**config.mk**
```make
export PLATFORM = sky130hd
export DESIGN_NAME = stage_execute
export DESIGN_NICKNAME = d
export VERILOG_FILES = /design/src/rtl/ex_pkg.sv /design/src/rtl/lane_alu.sv /design/src/rtl/stage_execute.sv
export SDC_FILE = /design/constraint.sdc
export NUM_CORES = 2
export LEC_CHECK = 0
export CORE_MARGIN = 3
export CORE_UTILIZATION = 45
export DETAILED_ROUTE_END_ITERATION = 7
export PLACE_DENSITY = 0.67
export SYNTH_ARGS = -nofsm -noshare
export SYNTH_HDL_FRONTEND = slang
export SYNTH_HIERARCHICAL = 1
export SYNTH_SLANG_ARGS = --single-unit
```
**constraint.sdc**
```tcl
create_clock -name clk -period 23.3 [get_ports clk]
set_input_delay 2.33 -clock clk [delete_from_list [all_inputs] [get_ports clk]]
set_output_delay 2.33 -clock clk [all_outputs]
set_load 0.01 [all_outputs]
```
**src/rtl/ex_pkg.sv**
```systemverilog
// Shared types and sizing for the execute stage and its lane ALUs.
package ex_pkg;

  localparam int unsigned LANE_W          = 32;
  localparam int unsigned LANES           = 6;
  localparam int unsigned LANES_PER_CYCLE = 2;

  typedef enum logic [1:0] {
    ALU_ADD = 2'b00,
    ALU_SUB = 2'b01,
    ALU_MUL = 2'b10,
    ALU_XOR = 2'b11
  } alu_op_e;

  typedef enum logic [1:0] {
    VSRC_RVS3 = 2'b00,
    VSRC_RSS3 = 2'b01,
    VSRC_NUM  = 2'b10,
    VSRC_ZERO = 2'b11
  } vsrc_e;

  typedef enum logic {
    ST_IDLE = 1'b0,
    ST_BUSY = 1'b1
  } ex_state_e;

endpackage

```
**src/rtl/lane_alu.sv**
```systemverilog
// Combinational single-lane ALU; every op wraps modulo 2^W.
module lane_alu
  import ex_pkg::*;
#(
  parameter int unsigned W = LANE_W
) (
  input  logic [W-1:0] a,
  input  logic [W-1:0] b,
  input  alu_op_e      op,
  output logic [W-1:0] y
);

  always_comb begin
    y = '0;
    case (op)
      ALU_ADD: y = a + b;
      ALU_SUB: y = a - b;
      ALU_MUL: y = a * b;
      ALU_XOR: y = a ^ b;
    endcase
  end

endmodule

```
**src/rtl/stage_execute.sv**
```systemverilog
// EX stage: combinational scalar ALU and branch resolution, plus a lane-serial
// vector ALU that stalls upstream until the full vector result is available.
module stage_execute #(
  parameter int unsigned LANES           = ex_pkg::LANES,
  parameter int unsigned LANE_W          = ex_pkg::LANE_W,
  parameter int unsigned LANES_PER_CYCLE = ex_pkg::LANES_PER_CYCLE
) (
  input  logic                      clk,
  input  logic                      rst,
  input  logic                      JumpI_in,
  input  logic                      JumpCI_in,
  input  logic                      JumpCD_in,
  input  logic                      MemToReg_in,
  input  logic                      MemWrite_in,
  input  logic [1:0]                ALUOp_in,
  input  logic                      VectorOp_in,
  input  logic                      ALUSrc2_in,
  input  logic [1:0]                ALUSrc3_in,
  input  logic [LANE_W-1:0]         pc_in,
  input  logic [LANE_W-1:0]         RSS1_in,
  input  logic [LANE_W-1:0]         RSS2_in,
  input  logic [LANE_W-1:0]         RSS3_in,
  input  logic [LANES*LANE_W-1:0]   RVS2_in,
  input  logic [LANES*LANE_W-1:0]   RVS3_in,
  input  logic [3:0]                RD_in,
  input  logic [LANE_W-1:0]         num_in,
  input  logic                      RegSWrite_in,
  input  logic                      RegVWrite_in,
  output logic [LANE_W-1:0]         alu_s_out,
  output logic [LANES*LANE_W-1:0]   alu_v_out,
  output logic [LANE_W-1:0]         store_data_out,
  output logic [3:0]                RD_out,
  output logic                      MemToReg_out,
  output logic                      MemWrite_out,
  output logic                      RegSWrite_out,
  output logic                      RegVWrite_out,
  output logic                      branch_taken_out,
  output logic [LANE_W-1:0]         branch_target_out,
  output logic                      stall_out
);

  import ex_pkg::*;

  localparam int unsigned N     = LANES / LANES_PER_CYCLE;
  localparam int unsigned CNT_W = (N > 1) ? $clog2(N) : 1;
  localparam int unsigned LI_W  = (LANES > 1) ? $clog2(LANES) : 1;

  generate
    if ((LANES % LANES_PER_CYCLE) != 0) begin : g_bad_lanes
      $error("stage_execute: LANES_PER_CYCLE must divide LANES");
    end
  endgenerate

  ex_state_e          state;
  logic [CNT_W-1:0]   cnt;
  logic [LANE_W-1:0]  acc   [LANES];
  logic [LANE_W-1:0]  va    [LANES];
  logic [LANE_W-1:0]  v3    [LANES];
  logic [LANE_W-1:0]  vmerge[LANES];

  logic [LI_W-1:0]    li    [LANES_PER_CYCLE];
  logic [LANE_W-1:0]  vb    [LANES_PER_CYCLE];
  logic [LANE_W-1:0]  vres  [LANES_PER_CYCLE];

  logic [CNT_W-1:0]   chunk;
  logic [LANE_W-1:0]  s_b;
  logic [LANE_W-1:0]  alu_s;
  logic               last;
  logic               stall;
  logic               taken;
  logic               run;

  // Scalar path
  assign s_b = ALUSrc2_in ? num_in : RSS3_in;

  lane_alu #(.W(LANE_W)) u_scalar (
    .a  (RSS2_in),
    .b  (s_b),
    .op (alu_op_e'(ALUOp_in)),
    .y  (alu_s)
  );

  // Unpack vector operands into lanes
  for (genvar i = 0; i < LANES; i++) begin : g_unpack
    assign va[i] = RVS2_in[i*LANE_W +: LANE_W];
    assign v3[i] = RVS3_in[i*LANE_W +: LANE_W];
  end

  assign chunk = (state == ST_BUSY) ? cnt : '0;

  // Per-cycle vector lanes of the current chunk
  for (genvar j = 0; j < LANES_PER_CYCLE; j++) begin : g_vlane
    assign li[j] = LI_W'(chunk) * LI_W'(LANES_PER_CYCLE) + LI_W'(j);

    always_comb begin
      vb[j] = '0;
      case (vsrc_e'(ALUSrc3_in))
        VSRC_RVS3: vb[j] = v3[li[j]];
        VSRC_RSS3: vb[j] = RSS3_in;
        VSRC_NUM:  vb[j] = num_in;
        VSRC_ZERO: vb[j] = '0;
      endcase
    end

    lane_alu #(.W(LANE_W)) u_vec (
      .a  (va[li[j]]),
      .b  (vb[j]),
      .op (alu_op_e'(ALUOp_in)),
      .y  (vres[j])
    );
  end

  assign last  = VectorOp_in &&
                 ((N == 1) || (state == ST_BUSY && cnt == CNT_W'(N - 1)));
  assign stall = VectorOp_in && !last;

  // Earlier chunks from the accumulator, final chunk straight from the ALUs
  always_comb begin
    for (int i = 0; i < LANES; i++) vmerge[i] = acc[i];
    for (int j = 0; j < LANES_PER_CYCLE; j++) vmerge[li[j]] = vres[j];
  end

  // Chunk sequencer; advances with the pipeline registers on negedge
  always_ff @(negedge clk or posedge rst) begin
    if (rst) begin
      state <= ST_IDLE;
      cnt   <= '0;
      for (int i = 0; i < LANES; i++) acc[i] <= '0;
    end else begin
      case (state)
        ST_IDLE: begin
          if (VectorOp_in && (N > 1)) begin
            state <= ST_BUSY;
            cnt   <= CNT_W'(1);
            for (int j = 0; j < LANES_PER_CYCLE; j++) acc[li[j]] <= vres[j];
          end
        end
        ST_BUSY: begin
          for (int j = 0; j < LANES_PER_CYCLE; j++) acc[li[j]] <= vres[j];
          if (cnt == CNT_W'(N - 1)) begin
            state <= ST_IDLE;
            cnt   <= '0;
          end else begin
            cnt <= cnt + CNT_W'(1);
          end
        end
        default: begin
          state <= ST_IDLE;
          cnt   <= '0;
        end
      endcase
    end
  end

  // Output gating: everything zero in reset, bubble while stalled
  assign run   = !rst;
  assign taken = JumpI_in | (JumpCI_in & (alu_s == '0)) | (JumpCD_in & (alu_s != '0));

  assign alu_s_out         = run ? alu_s : '0;
  assign store_data_out    = run ? RSS1_in : '0;
  assign RD_out            = run ? RD_in : '0;
  assign branch_target_out = run ? (pc_in + num_in) : '0;
  assign MemToReg_out      = run & MemToReg_in;
  assign MemWrite_out      = run & !stall & MemWrite_in;
  assign RegSWrite_out     = run & !stall & RegSWrite_in;
  assign RegVWrite_out     = run & !stall & RegVWrite_in;
  assign branch_taken_out  = run & !stall & taken;
  assign stall_out         = run & stall;

  for (genvar i = 0; i < LANES; i++) begin : g_pack
    assign alu_v_out[i*LANE_W +: LANE_W] = (run && last) ? vmerge[i] : '0;
  end

endmodule

```
==> results.md <==
* Final net count at 12070
* Worst Clk Skew at 0.02915 ns
* Worst reg2reg setup slack at 13.75 ns
* Hold depth at 1
* TritonCTS clock tree: done
* Area added between synthesis and finish at 30.03%
* Crit path required time at 20.97 ns
* Yosys reg bits at 131
* Die height at 401.2 um
* WL/cell at 28.20 um
* Via density at 5.700
* Die W at 401.2 um
* Critical Path Max Stage Delay at 0.55 ns
* Synth top area share at 0.3498
* GRT Total Usage at 0.4011
* Initial core utilization at 0.4546
* WS Path Type: flop to output pin
* EDFF count, synth at 0
* # clock sinks at 131
* Cells on worst reg2reg path at 41
* Fin worst setup slack at -0.5713 ns
* Yosys top cell by area: fa_1
* Failing checks: antenna rules, setup timing
* Worst EP arrival at 21.54 ns
* TritonCTS Buffers at 17
* Final WL at 332900 um
* Count leader, synth: inv_1
* Post-synth ARST share at 1.000
* Initial antenna violation count at 25
* Most used cell along the critical path: fa_1
* Htree depth at 4
* Max clock buf depth at 2
* Area of the multi-input gates at 0.06286 sq mm
* Max-cap violation count at 0
* Critical path origin: state
* Hold_ws at 0.4344 ns
* Worst-Margin Slew at 1.271 ns
* CP max-delay cell: fa_1
* Reg clk slew, reported paths at 0.05 ns
* Drt drc at 0
* Status: complete, but fails checks
* DRT iter0 DRCs at 6065
* Mapped Nets at 10790
* Routed vias at 67280
* Number of I/O port buffers at 860
* Synth area leaders: fa_1, ha_1, and2_1, inv_1, nand2_1
* Mapped cell area at 0.07028 sq mm
* Fill count at 13940
* Seq/Total Area, Yosys at 0.04665
* Final Wtd Congestion at 1.063
* Min-Delay Endpoint: acc[78]
* Syn_area_per_cell at 8.315 sq um
* Layout cell share with drive strength beyond 1 at 0.1762
* Largest net degree at the start of global routing at 87
* Ys flop type: dfrtn_1
* Final Slew Violations at 0
* Yosys warnings at 6
* Yosys cell types at 112
* Crit Reg-Reg Startpoint: state
* Grt total ovfl at 0
* Largest fanout on the critical path at 6
* Synthesized instance count at 8452
* Die ar. at 0.1609 sq mm
* RSZ-0062 raised after global routing: true
* Reg2reg end: acc[188]
* Core box area at 0.1546 sq mm
* Most common library cells after synthesis: inv_1, fa_1, and2_1
* Final setup viols at 47
* Critical Path End Type: output pin
* First-pass GRT wire length at 475300 um
* Hold crit path type: flop to flop
* Worst-Skew Late Latency at 0.47 ns
* Post-route ant nets at 1
* Slew headroom at 0.1496
* # IOs at 861
* Number of global-route vias before repair at 69520
* Final hold violations at 0
* Register area at 0.003278 sq mm
* Drt pass-1 iters at 6
* Row count at 144
* Root buf cell: clkbuf_16
* Worst Min Path Start: acc[78]
* Startpoint types: flop
* Dpl hpwl at 272900 um
[critical path, delay by kind of cell (launching register included)]
kind | cells | cell delay [ns]
fa+ha+maj | 9 | 4.20
flops | 1 | 0.48
simple gates | 4 | 0.61
mux | 1 | 0.27
buf+inv | 15 | 1.82
xor+xnor | 1 | 0.11
compound gates | 11 | 1.91
[repair_timing]
| item | CTS | global route |
|---|---|---|
| setup buffers | 61 | 100 |
| gates resized for setup | 342 | 611 |
| cloned | 5 | 14 |
| hold endpoints to repair | 0 | 0 |
| endpoints found under the setup margin | 86 | 88 |
| hold buffers | 0 | 0 |
| pin swaps | 74 | 253 |
[worst max-delay path by stage]
stage	endpoint	slack (ns)
after floorplan	alu_v_out[126]	0.41
after global placement	alu_v_out[92]	-0.90
after detailed placement	alu_v_out[92]	-1.11
after CTS	alu_v_out[95]	-0.68
after global routing	alu_v_out[95]	-0.89
final	alu_v_out[95]	-0.57
[cells in the final DEF, fill, tap and decap left out, types with 27 or more instances in the layout]
cell and n:
and2_1 992, o21ai_1 57, o21ai_4 33, buf_2 32, a21oi_1 347, buf_6 99, o211ai_1 40, o21ai_0 178
fa_2 40, nor3_1 33, inv_1 1248, nand2_1 876, and2_4 38, a22oi_1 66, a21o_1 61, buf_4 714
mux2_2 133, nand2b_1 39, nand3_1 29, ha_1 501, nor2b_1 215, o21a_1 33, clkdlybuf4s50_1 771, ha_4 38
buf_12 91, nor2_1 431, xor2_1 181, xnor2_1 282, o21ai_2 62, a221oi_2 27, o31ai_1 35, inv_2 36
clkbuf_16 32, fa_1 1188, a221oi_1 34, dfrtn_1 131, a21oi_2 46, mux2_4 34
[sequential cells by signal (all words and copies together), names as in the netlist]
register and cells:
cnt 2, acc 128, state 1
[per-layer routing]
metal  track usage  wire (um)  vias to the layer above
li1              -          -                    29050
met1        0.5079     129000                    34040
met2        0.6248     147000                     3458
met3       0.09344      31200                      723
met4        0.2402      25500                       14
met5             0        221                        -
[layout make-up]
cell class,instances,share of cell area
antenna,16,0.0004382
clock buffer,17,0.004655
clock inverter,15,0.001547
inverter,1287,0.05298
multi-input combinational,6516,0.6879
sequential,131,0.03587
tap,2044,0.02799
timing repair buffer,1777,0.1887
[cell families after synthesis]
group | count (synthesis) | synth area share
DFF | 131 | 0.04665
adders and majority gates | 1772 | 0.4467
buffers and inverters | 1806 | 0.09845
AOI/OAI and AO/OA | 1235 | 0.1115
muxes | 194 | 0.03069
xor gates and xnor gates | 478 | 0.05977
and+or+nand+nor | 2836 | 0.2063
[per-stage QoR]
stage | worst slack, ns | TNS, ns | util | instances | area [sq um]
3_5_place_dp | -1.113 | -42.20 | 0.5576 | 11590 | 86200
6_report | -0.5713 | -10.48 | 0.5911 | 11800 | 91380
3_3_place_gp | -0.9008 | -31.00 | 0.5576 | 11590 | 86200
5_1_grt | -0.8852 | -26.89 | 0.5909 | 11790 | 91350
4_1_cts | -0.6757 | -24.00 | 0.5726 | 11690 | 88510
2_1_floorplan | 0.4148 | 0 | - | 8452 | 70280
Power is left out: the tool's default activity adds up to more than one toggle a clock period on the data nets, which glitch-free logic cannot reach.
